===== config.mk =====
export PLATFORM = sky130hd
export DESIGN_NAME = debug_request_sequencer
export DESIGN_NICKNAME = d
export VERILOG_FILES = /design/src/rtl/debug_request_sequencer_pkg.sv /design/src/rtl/debug_frame_fifo.sv /design/src/rtl/debug_request_sequencer.sv
export SDC_FILE = /design/constraint.sdc
export NUM_CORES = 1
export LEC_CHECK = 0
export CAP_MARGIN = 15
export CORE_MARGIN = 3
export CORE_UTILIZATION = 29
export CTS_CLUSTER_SIZE = 8
export DETAILED_ROUTE_END_ITERATION = 16
export MAX_ROUTING_LAYER = met4
export PLACE_DENSITY = 0.54
export SYNTH_ARGS = -nofsm -noshare
export SYNTH_HDL_FRONTEND = slang
export SYNTH_SLANG_ARGS = --single-unit

===== constraint.sdc =====
create_clock -name i_clock -period 7.22 [get_ports i_clock]
set_input_delay 1.444 -clock i_clock [delete_from_list [all_inputs] [get_ports i_clock]]
set_output_delay 1.444 -clock i_clock [all_outputs]
set_load 0.02 [all_outputs]

===== src/rtl/debug_request_sequencer_pkg.sv =====
// Shared debug definitions for the latch readout path.
//   state_e       : sequencer FSM encoding
//   IDLE_ID       : select value that matches no latch controller
//   CONTROLLER_ID : IDs of all debug latch instances. The chip top uses the
//                   same table when it instantiates the latch controllers.
package debug_request_sequencer_pkg;

  typedef enum logic [2:0] {
    StIdle    = 3'd0,
    StSelect  = 3'd1,
    StWaitWr  = 3'd2,
    StCapture = 3'd3,
    StRelease = 3'd4,
    StDrain   = 3'd5,
    StDone    = 3'd6
  } state_e;

  localparam logic [5:0] IDLE_ID = 6'h3F;

  localparam int unsigned N_LATCH = 4;
  localparam logic [5:0] CONTROLLER_ID [N_LATCH] = '{6'd0, 6'd1, 6'd2, 6'd3};

endpackage


===== src/rtl/debug_frame_fifo.sv =====
// Single-clock frame buffer between the latch frame bus and the transmit side.
//   i_clock, i_reset_n : clock, synchronous active-low reset (flushes pointers)
//   i_push, i_data     : write request and data; dropped when full unless a
//                        pop happens in the same cycle
//   o_full             : no free slot
//   i_pop, o_data      : read request and current head (combinational read)
//   o_empty            : no stored frame
module debug_frame_fifo #(
  parameter int unsigned NB_DATA = 32,
  parameter int unsigned DEPTH   = 8
) (
  input  logic               i_clock,
  input  logic               i_reset_n,
  input  logic               i_push,
  input  logic [NB_DATA-1:0] i_data,
  output logic               o_full,
  input  logic               i_pop,
  output logic [NB_DATA-1:0] o_data,
  output logic               o_empty
);

  localparam int unsigned NB_ADDR = $clog2(DEPTH);
  localparam logic [NB_ADDR:0] PTR_ONE = (NB_ADDR + 1)'(1);

  if (DEPTH < 2 || (1 << NB_ADDR) != DEPTH) begin : g_bad_depth
    $error("debug_frame_fifo: DEPTH must be a power of two and at least 2");
  end

  logic [NB_ADDR:0]   wr_ptr_q, rd_ptr_q;
  logic [NB_DATA-1:0] mem_q [DEPTH];
  logic               push_ok, pop_ok;

  // One extra pointer bit separates full from empty when the addresses match.
  assign o_empty = (wr_ptr_q == rd_ptr_q);
  assign o_full  = (wr_ptr_q[NB_ADDR] != rd_ptr_q[NB_ADDR]) &&
                   (wr_ptr_q[NB_ADDR-1:0] == rd_ptr_q[NB_ADDR-1:0]);
  assign pop_ok  = i_pop && !o_empty;
  // A pop in the same cycle frees the slot the push lands in.
  assign push_ok = i_push && (!o_full || pop_ok);
  assign o_data  = mem_q[rd_ptr_q[NB_ADDR-1:0]];

  always_ff @(posedge i_clock) begin
    if (!i_reset_n) begin
      wr_ptr_q <= '0;
      rd_ptr_q <= '0;
    end else begin
      if (push_ok) wr_ptr_q <= wr_ptr_q + PTR_ONE;
      if (pop_ok)  rd_ptr_q <= rd_ptr_q + PTR_ONE;
    end
  end

  always_ff @(posedge i_clock) begin
    if (push_ok) mem_q[wr_ptr_q[NB_ADDR-1:0]] <= i_data;
  end

endmodule


===== src/rtl/debug_request_sequencer.sv =====
// Walks N_CTRL debug latch controllers over the shared select bus, captures
// the frames each streams back, buffers them and offers them to the debug
// transmitter over valid/ready.
//   i_clock, i_reset_n : clock, synchronous active-low reset
//   i_start            : starts a sequence when idle
//   o_request_select   : registered controller ID (IDLE_ID between controllers)
//   i_writing, i_frame : frame stream from the selected controller
//   o_frame, o_frame_valid, i_frame_ready : buffered frame handshake
//   o_busy, o_done     : sequence in progress / one-cycle completion pulse
//   o_timeout_mask     : controllers that never answered in the last sequence
//   o_overflow         : sticky, a frame was dropped on a full buffer
module debug_request_sequencer
  import debug_request_sequencer_pkg::*;
#(
  parameter int unsigned         NB_CONTROL_FRAME = 32,
  parameter int unsigned         NB_ID            = 6,
  parameter int unsigned         N_CTRL           = 4,
  parameter logic [NB_ID-1:0]    BASE_ID          = NB_ID'(debug_request_sequencer_pkg::CONTROLLER_ID[0]),
  parameter logic [NB_ID-1:0]    IDLE_ID          = NB_ID'(debug_request_sequencer_pkg::IDLE_ID),
  parameter int unsigned         FIFO_DEPTH       = 8,
  parameter int unsigned         NB_TIMEOUT       = 8,
  parameter int unsigned         TIMEOUT          = 255
) (
  input  logic                        i_clock,
  input  logic                        i_reset_n,
  input  logic                        i_start,
  output logic [NB_ID-1:0]            o_request_select,
  input  logic                        i_writing,
  input  logic [NB_CONTROL_FRAME-1:0] i_frame,
  output logic [NB_CONTROL_FRAME-1:0] o_frame,
  output logic                        o_frame_valid,
  input  logic                        i_frame_ready,
  output logic                        o_busy,
  output logic                        o_done,
  output logic [N_CTRL-1:0]           o_timeout_mask,
  output logic                        o_overflow
);

  localparam int unsigned            NB_INDEX     = (N_CTRL > 1) ? $clog2(N_CTRL) : 1;
  localparam logic [NB_INDEX-1:0]    LAST_INDEX   = NB_INDEX'(N_CTRL - 1);
  localparam logic [NB_TIMEOUT-1:0]  TIMEOUT_LAST = NB_TIMEOUT'(TIMEOUT - 1);

  // The walked ID range must never contain the idle select value.
  if ((int'(IDLE_ID) >= int'(BASE_ID)) &&
      (int'(IDLE_ID) <= int'(BASE_ID) + int'(N_CTRL) - 1)) begin : g_bad_id_range
    $error("debug_request_sequencer: BASE_ID..BASE_ID+N_CTRL-1 reaches IDLE_ID");
  end
  if (N_CTRL < 1 || TIMEOUT < 1 || TIMEOUT > (1 << NB_TIMEOUT)) begin : g_bad_counts
    $error("debug_request_sequencer: N_CTRL/TIMEOUT out of range");
  end

  state_e                  state_q, state_d;
  logic [NB_INDEX-1:0]     index_q, index_d;
  logic [NB_TIMEOUT-1:0]   count_q, count_d;
  logic [NB_ID-1:0]        select_q, select_d;
  logic [N_CTRL-1:0]       mask_q, mask_d;
  logic                    overflow_q, overflow_d;

  logic                    push;
  logic                    pop;
  logic                    fifo_full;
  logic                    fifo_empty;

  assign o_frame_valid = !fifo_empty;
  assign pop           = o_frame_valid && i_frame_ready;

  always_comb begin
    state_d    = state_q;
    index_d    = index_q;
    count_d    = count_q;
    mask_d     = mask_q;
    overflow_d = overflow_q;
    push       = 1'b0;

    unique case (state_q)
      StIdle: begin
        if (i_start) begin
          index_d    = '0;
          mask_d     = '0;
          overflow_d = 1'b0;
          state_d    = StSelect;
        end
      end
      StSelect: begin
        count_d = '0;
        state_d = StWaitWr;
      end
      StWaitWr: begin
        if (i_writing) begin
          push    = 1'b1;
          state_d = StCapture;
        end else if (count_q == TIMEOUT_LAST) begin
          mask_d[index_q] = 1'b1;
          state_d         = StRelease;
        end else begin
          count_d = count_q + NB_TIMEOUT'(1);
        end
      end
      StCapture: begin
        if (i_writing) begin
          push = 1'b1;
        end else begin
          state_d = StRelease;
        end
      end
      StRelease: begin
        state_d = StDrain;
      end
      StDrain: begin
        // Next ID is only issued once everything from this controller left.
        if (fifo_empty) begin
          if (index_q == LAST_INDEX) begin
            state_d = StDone;
          end else begin
            index_d = index_q + NB_INDEX'(1);
            state_d = StSelect;
          end
        end
      end
      StDone: begin
        state_d = StIdle;
      end
      default: begin
        state_d = StIdle;
      end
    endcase

    if (push && fifo_full && !pop) overflow_d = 1'b1;

    // Select follows the state being entered so the bus is registered.
    if (state_d == StSelect || state_d == StWaitWr || state_d == StCapture) begin
      select_d = BASE_ID + NB_ID'(index_d);
    end else begin
      select_d = IDLE_ID;
    end
  end

  always_ff @(posedge i_clock) begin
    if (!i_reset_n) begin
      state_q    <= StIdle;
      index_q    <= '0;
      count_q    <= '0;
      select_q   <= IDLE_ID;
      mask_q     <= '0;
      overflow_q <= 1'b0;
    end else begin
      state_q    <= state_d;
      index_q    <= index_d;
      count_q    <= count_d;
      select_q   <= select_d;
      mask_q     <= mask_d;
      overflow_q <= overflow_d;
    end
  end

  assign o_request_select = select_q;
  assign o_busy           = (state_q != StIdle);
  assign o_done           = (state_q == StDone);
  assign o_timeout_mask   = mask_q;
  assign o_overflow       = overflow_q;

  debug_frame_fifo #(
    .NB_DATA (NB_CONTROL_FRAME),
    .DEPTH   (FIFO_DEPTH)
  ) u_frame_fifo (
    .i_clock   (i_clock),
    .i_reset_n (i_reset_n),
    .i_push    (push),
    .i_data    (i_frame),
    .o_full    (fifo_full),
    .i_pop     (pop),
    .o_data    (o_frame),
    .o_empty   (fifo_empty)
  );

endmodule


# Yosys cells after proc, flatten, opt, wreduce, memory -nomap -nowiden
# Memory sizes are Yosys's and may differ from the RTL's. A register that Yosys moved wholly into a read port is not among the register bits.
# Index checks and enable logic that the tools add are counted.
dict set report totals {
  ff_bits 32
  ramBits 256
  in_bits 37
  out_inout_bits 46
  memories 1
}
# memory words width rd rd_clocked_by_memory_dff write_ports line_no
set mem_list {}
lappend mem_list {u_frame_fifo.mem_q 8 32 1 1 1 debug_frame_fifo.sv:30} ;# logic [NB_DATA-1:0] mem_q [DEPTH];
dict set report classes {
  n_addsub 4
  magnitude_cmp 2
  n_eq_ne 18
  muxes 30
  bitwise 1
  n_reduce_logical 24
}
# cell n
set ops {}
lappend ops {{3-bit 2-to-1 mux} 8}
lappend ops {{3-bit one-hot mux with 6 select lines} 1}
lappend ops {{8-bit 2-to-1 mux} 2}
lappend ops {{8-bit one-hot mux with 2 select lines} 1}
lappend ops {{3-bit by 2-bit == test with 1-bit output (second input constant)} 4}
lappend ops {{4-bit 2-to-1 mux} 3}
lappend ops {{3-bit == test (second input constant)} 3}
lappend ops {{4-bit by 1-bit adder with 4-bit output (second input constant)} 2}
lappend ops {{8-bit by 1-bit adder with 8-bit output (second input constant)} 1}
lappend ops {{8-bit == test (second input constant)} 1}
lappend ops {{1-bit 2-to-1 mux} 8}
lappend ops {{2-bit inequality test (second input constant)} 4}
lappend ops {{4-bit one-hot mux with 2 select lines} 1}
lappend ops {{2-bit nonzero test} 4}
lappend ops {{1-bit logical AND} 7}
lappend ops {{3-bit by 1-bit == test with 1-bit output (second input constant)} 2}
lappend ops {{2-bit 2-to-1 mux} 3}
lappend ops {{6-bit 2-to-1 mux} 1}
lappend ops {{4-bit == test} 1}
lappend ops {{4-bit bitwise OR} 1}
lappend ops {{2-bit one-hot mux with 2 select lines} 1}
lappend ops {{2-bit AND reduction} 2}
lappend ops {{4-bit AND reduction} 1}
lappend ops {{3-bit == test} 1}
lappend ops {{other kinds (12)} 16}

# Longest topological paths before layout
# Gate-level depths: netlist of the first run.
dict set report depth {
  word_depth 8
  ltp_mapped 7
  ltp_nobuf 7
}

# Hierarchy
# From an unflattened synthesis of the first run, not the netlist that was laid out.
dict set report hier_totals {
  hier_cells 566
  area_unflattened_um2 11247.0
}
# mod instances cells_each area_per_inst_um2 seq_area_each_um2
set modules_own_cells {}
lappend modules_own_cells {debug_frame_fifo 1 441 10173.5 7907.6}
lappend modules_own_cells {debug_request_sequencer 1 125 1073.5 420.4}

# Worst setup path before layout of the first run
# OpenSTA, ideal clock, no wires.
dict set report synth_path {
  kind {input to register}
  startpoint {in i_writing}
  endpoint {mem u_frame_fifo.mem_q[2][0] (enable)}
  arrival_time_ps 5246
  required_time_ps 6707
  path_slack_ps 1461
  cell_stages 3
  cell_sequence {nand3b_1 -> nand2b_1 -> nor4b_1}
}
dict set report synth_between {
  elab_chain_len 5
}
# element line_no
set synth_rtl {}
lappend synth_rtl {{from (decl)} debug_request_sequencer.sv:28} ;# input logic i_writing,
lappend synth_rtl {{1-bit 2-to-1 mux} {debug_request_sequencer.sv:89, debug_request_sequencer.sv:100}}
lappend synth_rtl {{1-bit 2-to-1 mux} -}
lappend synth_rtl {{1-bit logical AND} debug_frame_fifo.sv:39} ;# assign push_ok = i_push && (!o_full || pop_ok);
lappend synth_rtl {{1-bit 2-to-1 mux} debug_frame_fifo.sv:53} ;# if (push_ok) mem_q[wr_ptr_q[NB_ADDR-1:0]] <= i_data;
lappend synth_rtl {{1-bit 2-to-1 mux (not written as such)} debug_frame_fifo.sv:53}
lappend synth_rtl {{to (decl)} debug_frame_fifo.sv:30}
# Every way passes these cells.

==> flow_metrics.py, run 1 <==
metrics = {
    "synthesis": {
        "synth_enable_flop_cells": 256,
        "synth_area_per_cell_um2": 20.4,
        "ys_seq_elements": 288,
        "synth_top_area_share_pct": 68.1,
        "yosys_warnings": 0,
        "ys_top_cells_by_area": "edfxtp_1 68%, mux4_2 13%, dfxtp_1 5.7%",
        "synth_seq_area_share_pct": 73.7,
        "synth_area_um2": 11300,
        "netlist_instances": 553,
        "yosysTopAreaCell": "edfxtp_1",
        "syn-num-nets": 594,
        "synth.top_cells.by_count": "256 x edfxtp_1, 64 x mux4_2, 32 x dfxtp_1, 32 x mux2_2, 15 x nand2_1",
        "synthDistinctLibCells": 54,
        "async_flop_share_pct": 0,
        "ys.flop_type": "edfxtp_1",
        "yosysMostFrequentCell": "edfxtp_1",
    },
    "routing": {
        "vias": 5456,
        "ant_nets": 0,
        "first_iter_violations": 218,
        "wirelength_um": 23500,
        "viasPerCell": 4.60,
        "wl_per_cell_um": 19.8,
        "drc": 0,
        "first_pass_iters": 4,
    },
    "run": {
        "maxCapViolations": 0,
    },
    "finish": {
        "postLayoutCoreUtil_pct": 36.3,
        "drive_gt1_share_pct": 26.4,
        "nFillCells": 3525,
        "syn2layout_area_growth_pct": 22.3,
        "design_area_um2": 13800,
        "fin_nets": 700,
        "layout.cells.non_filler": 1186,
    },
    "clock_tree": {
        "cts-root-buf": "clkbuf_16",
        "h-tree-depth": 2,
        "numClockSinks": 288,
        "hold_buffers": 0,
        "clk_pin_slew_worst_paths_ns": 0.05,
        "ctsResizeCount": 0,
        "clockBufferDepth": 3,
        "cts_setup_buffers": 0,
        "clk_latency_ns": 0.54,
        "cts_inserted_buffers": 42,
        "cts_tree": "done",
    },
    "min_path": {
        "hold_path.class": "reg2reg",
    },
    "timing": {
        "rsz0062_at_grt": "false",
        "setup_violations": 0,
        "post-route-min-period_ns": 4.85,
        "relSlewSlack_pct": 25.2,
        "slew_viol_final": 0,
        "finalHoldViolations": 0,
        "timing.final.crit_share_pct": 67.1,
        "finalSetupTns_ns": 0,
        "clock_skew_ns": 0.0215,
        "fmax_mhz": 206,
        "tightestPinTransition_ns": 1.12,
    },
    "global_route": {
        "gr-usage-met3_pct": 2.71,
        "antenna_found_initial": 2,
        "grt_first_pass_wirelength_um": 35600,
        "top_usage_layer": "met2",
        "met1_usage_pct": 14.5,
        "grt_pass1_vias": 5917,
        "grt-ovfl-total": 0,
        "use_met2_pct": 19.3,
        "grt.total_usage_pct": 11.8,
        "grt_max_degree": 65,
    },
    "die": {
        "die-width_um": 203,
        "pin_count": 83,
        "die_h_um": 203,
        "core.rowCount": 71,
        "core_um2": 38000,
        "fp.dieArea_um2": 41400,
        "initial_utilization_pct": 29.7,
    },
    "power_and_ir_drop": {
        "internal_power_mw": 3.02,
        "ir_drop_v": 0.000147,
        "comb_power_share_pct": 6.7,
        "seqPwrFrac_pct": 48.7,
        "switching_share_pct": 20.9,
        "switchingPower_mw": 0.800,
        "cellLeakagePower_nw": 4.20,
        "power.share.clock_pct": 44.6,
        "power_density_nw_per_um2": 277,
    },
    "placed_design": {
        "dpl.cell_count": 1126,
        "place.gp.congestion": 0.738,
        "placed_cell_area_um2": 12700,
        "io_buffers": 82,
        "hpwlAfterDp_um": 12700,
    },
    "setup_path": {
        "start_kind": "register",
        "cp_max_fo": 43,
        "crit_path_end_kind": "output pin",
        "cp_slowest_cell": "dfxtp_4",
        "cp.required_ns": 5.78,
        "worstPathArrival_ns": 3.40,
        "critical_path_class": "reg2out",
        "path_cells": "buf_4, mux4_2, mux2_2, clkdlybuf4s50_1",
        "critPathMaxStageDelay_ns": 0.93,
    },
    "outcome": {
        "status": "finished clean",
    },
}
cell families after synthesis:
group | Yosys count | share of synthesized area [%]
compound gates | 34 | 2.16
xor+xnor | 15 | 1.43
fa+ha+maj | 4 | 0.443
buf+inv | 36 | 2.06
flops | 288 | 73.7
mux | 97 | 16.0
simple gates | 79 | 4.14
final cells by class:
class / instances / area [um2] / share of cell area [%]
Antenna cell: 2 / 5.00 / 0.0362
Clock buffer: 54 / 1100 / 7.93
Clock inverter: 4 / 45.0 / 0.326
Inverter: 7 / 26.3 / 0.190
Multi-Input combinational cell: 229 / 2780 / 20.1
Sequential cell: 288 / 8340 / 60.3
Tap cell: 511 / 639 / 4.63
Timing Repair Buffer: 91 / 888 / 6.43
power groups by stage:
stage | logic [mW] | registers (mW) | clock network, mW
floorplan | 0.181 | 1.87 | 0
global placement | 0.256 | 1.89 | 0
detailed placement | 0.261 | 1.89 | 0
CTS | 0.262 | 1.86 | 1.76
global route | 0.277 | 1.86 | 1.83
finish | 0.258 | 1.86 | 1.70
layout by cell type (no fill, tap or decap), types with 3 or more instances in the layout:
cell type	n
nand2_1	15
nand3b_1	4
mux2_2	32
mux4_2	64
o21ai_1	3
clkdlybuf4s50_1	82
a31oi_1	3
dfxtp_1	29
nor3_2	3
xnor2_1	8
o21ai_0	9
and2_1	10
buf_4	9
nor3b_2	4
nor3_1	3
nor2_1	13
nand3_1	8
inv_1	7
xnor2_2	4
edfxtp_1	256
clkbuf_16	42
clkbuf_1	12
ha_1	4
xor2_1	3
nand2b_1	4
critical path, delay by kind of cell, from the launching register on:
family	cells	cell delay, ns
multiplexers	2	0.84
buffers and inverters	2	1.07
flip-flops	1	0.93
state kept, by name, summed over array words and instances, names as in the netlist, named ones only:
signal and count:
u_frame_fifo.wr_ptr_q 4, index_q 2, u_frame_fifo.mem_q 256, o_overflow 1, o_timeout_mask 4, u_frame_fifo.rd_ptr_q 4, o_request_select 3, state_q 3
count_q 8
metrics by stage:
| step | power (mW) | setup WS, ns | hold WS [ns] |
|---|---|---|---|
| after floorplan | 2.05 | 1.46 | 0.484 |
| after global placement | 2.15 | 2.82 | 0.446 |
| after detailed placement | 2.15 | 2.80 | 0.455 |
| after CTS | 3.89 | 2.22 | 0.475 |
| after global routing | 3.97 | 2.07 | 0.501 |
| final | 3.82 | 2.37 | 0.466 |
metal layers:
| layer | part of all wire [%] | vias to the layer above | routed length, um |
|---|---|---|---|
| li1 | - | 2453 | - |
| met1 | 42 | 2802 | 9780 |
| met2 | 51 | 154 | 11900 |
| met3 | 5.2 | 47 | 1220 |
| met4 | 2.6 | 0 | 620 |
| met5 | 0 | - | 0 |
path summary, 6_finish.rpt:
kind	slack, ns	from	cells past startpoint	endpoint
worst max register to register	4.39	state_q[2]	5	u_frame_fifo.wr_ptr_q[3]
worst max-delay path	2.37	register	4	o_frame[27]
worst min-delay path	0.47	o_timeout_mask[3]	2	o_timeout_mask[3]
worst min register to register	0.47	o_timeout_mask[3]	2	o_timeout_mask[3]
Note: power is estimated with default switching activity, not from simulation.
==> run 2, diff against run 1 <==
--- a/config.mk
+++ b/config.mk
@@ -11,7 +11,7 @@
 export CTS_CLUSTER_SIZE = 8
 export DETAILED_ROUTE_END_ITERATION = 16
 export MAX_ROUTING_LAYER = met4
-export PLACE_DENSITY = 0.54
+export PLACE_DENSITY = 0.56
 export SYNTH_ARGS = -nofsm -noshare
 export SYNTH_HDL_FRONTEND = slang
 export SYNTH_SLANG_ARGS = --single-unit
==> constraint.sdc (replaced) <==
create_clock -name i_clock -period 4.2 [get_ports i_clock]
set_input_delay 0.84 -clock i_clock [delete_from_list [all_inputs] [get_ports i_clock]]
set_output_delay 0.84 -clock i_clock [all_outputs]
set_load 0.02 [all_outputs]
==> run 2 against run 1 <==
  * Combinational power is 87% higher
  * Largest cell class unchanged
  * Flip-flop and latch count unchanged
  * Utilization rose by 0.52 points
  * Via count is 0.66% lower
  * Setup slack got worse by 1.8 ns
  * Register-to-register slack lost 2.7 ns
  * Count of clock-buffer cells in the layout did not move
  * Highest routed layer unchanged
==> flow_metrics.py, run 2 (synthesized netlist as in run 1, its figures left out) <==
metrics = {
    "outcome": {
        "status": "finished clean",
    },
    "timing": {
        "whs_ns": 0.469,
        "finalHoldViolations": 0,
        "setup_violations": 0,
        "clock_skew_ns": 0.0118,
        "fin_ws_ns": 0.566,
        "rsz0062_at_grt": "false",
        "fmax_mhz": 275,
        "slew_viol_final": 0,
        "post-route-min-period_ns": 3.63,
        "tightestPinTransition_ns": 0.702,
        "timing.final.crit_share_pct": 86.5,
        "relSlewSlack_pct": 53.1,
    },
    "die": {
        "fp.dieArea_um2": 41400,
        "die_h_um": 203,
        "pin_count": 83,
        "initial_utilization_pct": 29.7,
        "core_um2": 38000,
        "die-width_um": 203,
        "core.rowCount": 71,
    },
    "global_route": {
        "grt_first_pass_wirelength_um": 35400,
        "met1_usage_pct": 15.1,
        "antenna_found_initial": 3,
        "top_usage_layer": "met2",
        "gr-usage-met3_pct": 2.95,
        "grt_max_degree": 39,
        "grt-ovfl-total": 0,
        "grt.total_usage_pct": 11.4,
        "grt_pass1_vias": 5886,
        "use_met2_pct": 17.9,
    },
    "power_and_ir_drop": {
        "ir_drop_v": 0.000255,
        "power_density_nw_per_um2": 477,
        "cellLeakagePower_nw": 4.30,
    },
    "finish": {
        "syn2layout_area_growth_pct": 24.1,
        "final_common_cell": "edfxtp_1",
        "layout.cells.non_filler": 1199,
        "drive_gt1_share_pct": 28.0,
        "layout_common_cells": "256 x edfxtp_1, 82 x clkdlybuf4s50_1, 64 x mux4_2, 43 x clkbuf_16, 32 x mux2_2",
        "largest_register_ffs": 256,
        "nFillCells": 3569,
        "fin_nets": 712,
    },
    "run": {
        "maxCapViolations": 0,
    },
    "setup_path": {
        "cp_max_fo": 18,
        "rrSetupSlack_ns": 1.66,
        "timing.rr.start": "u_frame_fifo.wr_ptr_q[0]",
        "worstPathArrival_ns": 2.79,
        "start_kind": "register",
        "crit_path_end_kind": "output pin",
        "cp.required_ns": 3.36,
        "critical_path_class": "reg2out",
    },
    "routing": {
        "first_pass_iters": 4,
        "vias": 5420,
        "drc": 0,
        "viasPerCell": 4.52,
        "wl_per_cell_um": 19.1,
        "first_iter_violations": 282,
        "ant_nets": 0,
        "wirelength_um": 22900,
    },
    "clock_tree": {
        "clockBufferDepth": 3,
        "hold_buffers": 0,
        "clk_pin_slew_worst_paths_ns": 0.05,
        "numClockSinks": 288,
        "cts-root-buf": "clkbuf_16",
        "clk_latency_ns": 0.52,
        "cts_inserted_buffers": 42,
        "ctsResizeCount": 0,
        "cts_setup_buffers": 0,
        "cts_tree": "done",
        "h-tree-depth": 2,
    },
    "placed_design": {
        "hpwlAfterDp_um": 13500,
        "place_ws_ns": 1.01,
        "dpl.cell_count": 1138,
        "io_buffers": 82,
        "place.gp.congestion": 0.711,
    },
    "min_path": {
        "hold_path.class": "reg2reg",
        "holdCritStartpoint": "o_timeout_mask[0]",
    },
}
[run 2: cell type report]
type	instances	area, um2	share of cell area, %
flip-flops and latches	288	8340	59.5
multi-input cells	229	2800	20.0
clock buffers	54	1120	7.97
repair buffers	103	1020	7.25
well taps	511	639	4.56
clock inverters	4	67.6	0.482
inverters	7	26.3	0.187
diodes	3	7.51	0.0536
[run 2: critical path, cell delays in order (launching register included)]
cell and delay (ns):
dfxtp_4 0.59, buf_4 0.32, mux4_2 0.55, mux2_2 0.27, clkdlybuf4s50_1 0.55
[run 2: layer usage]
metal / vias up / wire length (um)
met5: - / 0
met4: 0 / 349
met3: 38 / 1320
met2: 128 / 10900
met1: 2777 / 10300
li1: 2477 / -
[run 2: worst paths after layout]
kind	end	cells past startpoint
setup / recovery	o_frame[11]	4
hold / removal	o_timeout_mask[0]	2
hold reg to reg	o_timeout_mask[0]	2
setup reg to reg	u_frame_fifo.mem_q[6][6]	6
[run 2: per-stage QoR]
| stage | cell area, um2 | utilization [%] | TNS, ns | power [mW] |
|---|---|---|---|---|
| after floorplan | 11300 | - | -2.77 | 3.53 |
| after global placement | 12800 | 33.7 | 0 | 3.73 |
| after CTS | 14000 | 36.8 | 0 | 6.79 |
| final | 14000 | 36.9 | 0 | 6.68 |
| after detailed placement | 12800 | 33.7 | 0 | 3.73 |
| after global routing | 14000 | 36.9 | 0 | 6.95 |
[run 2: report_power, final]
group	total, mW	internal (mW)	switching (mW)
Combinational	0.482	0.254	0.228
Sequential	3.18	3.15	0.0328
Clock	3.02	1.90	1.12
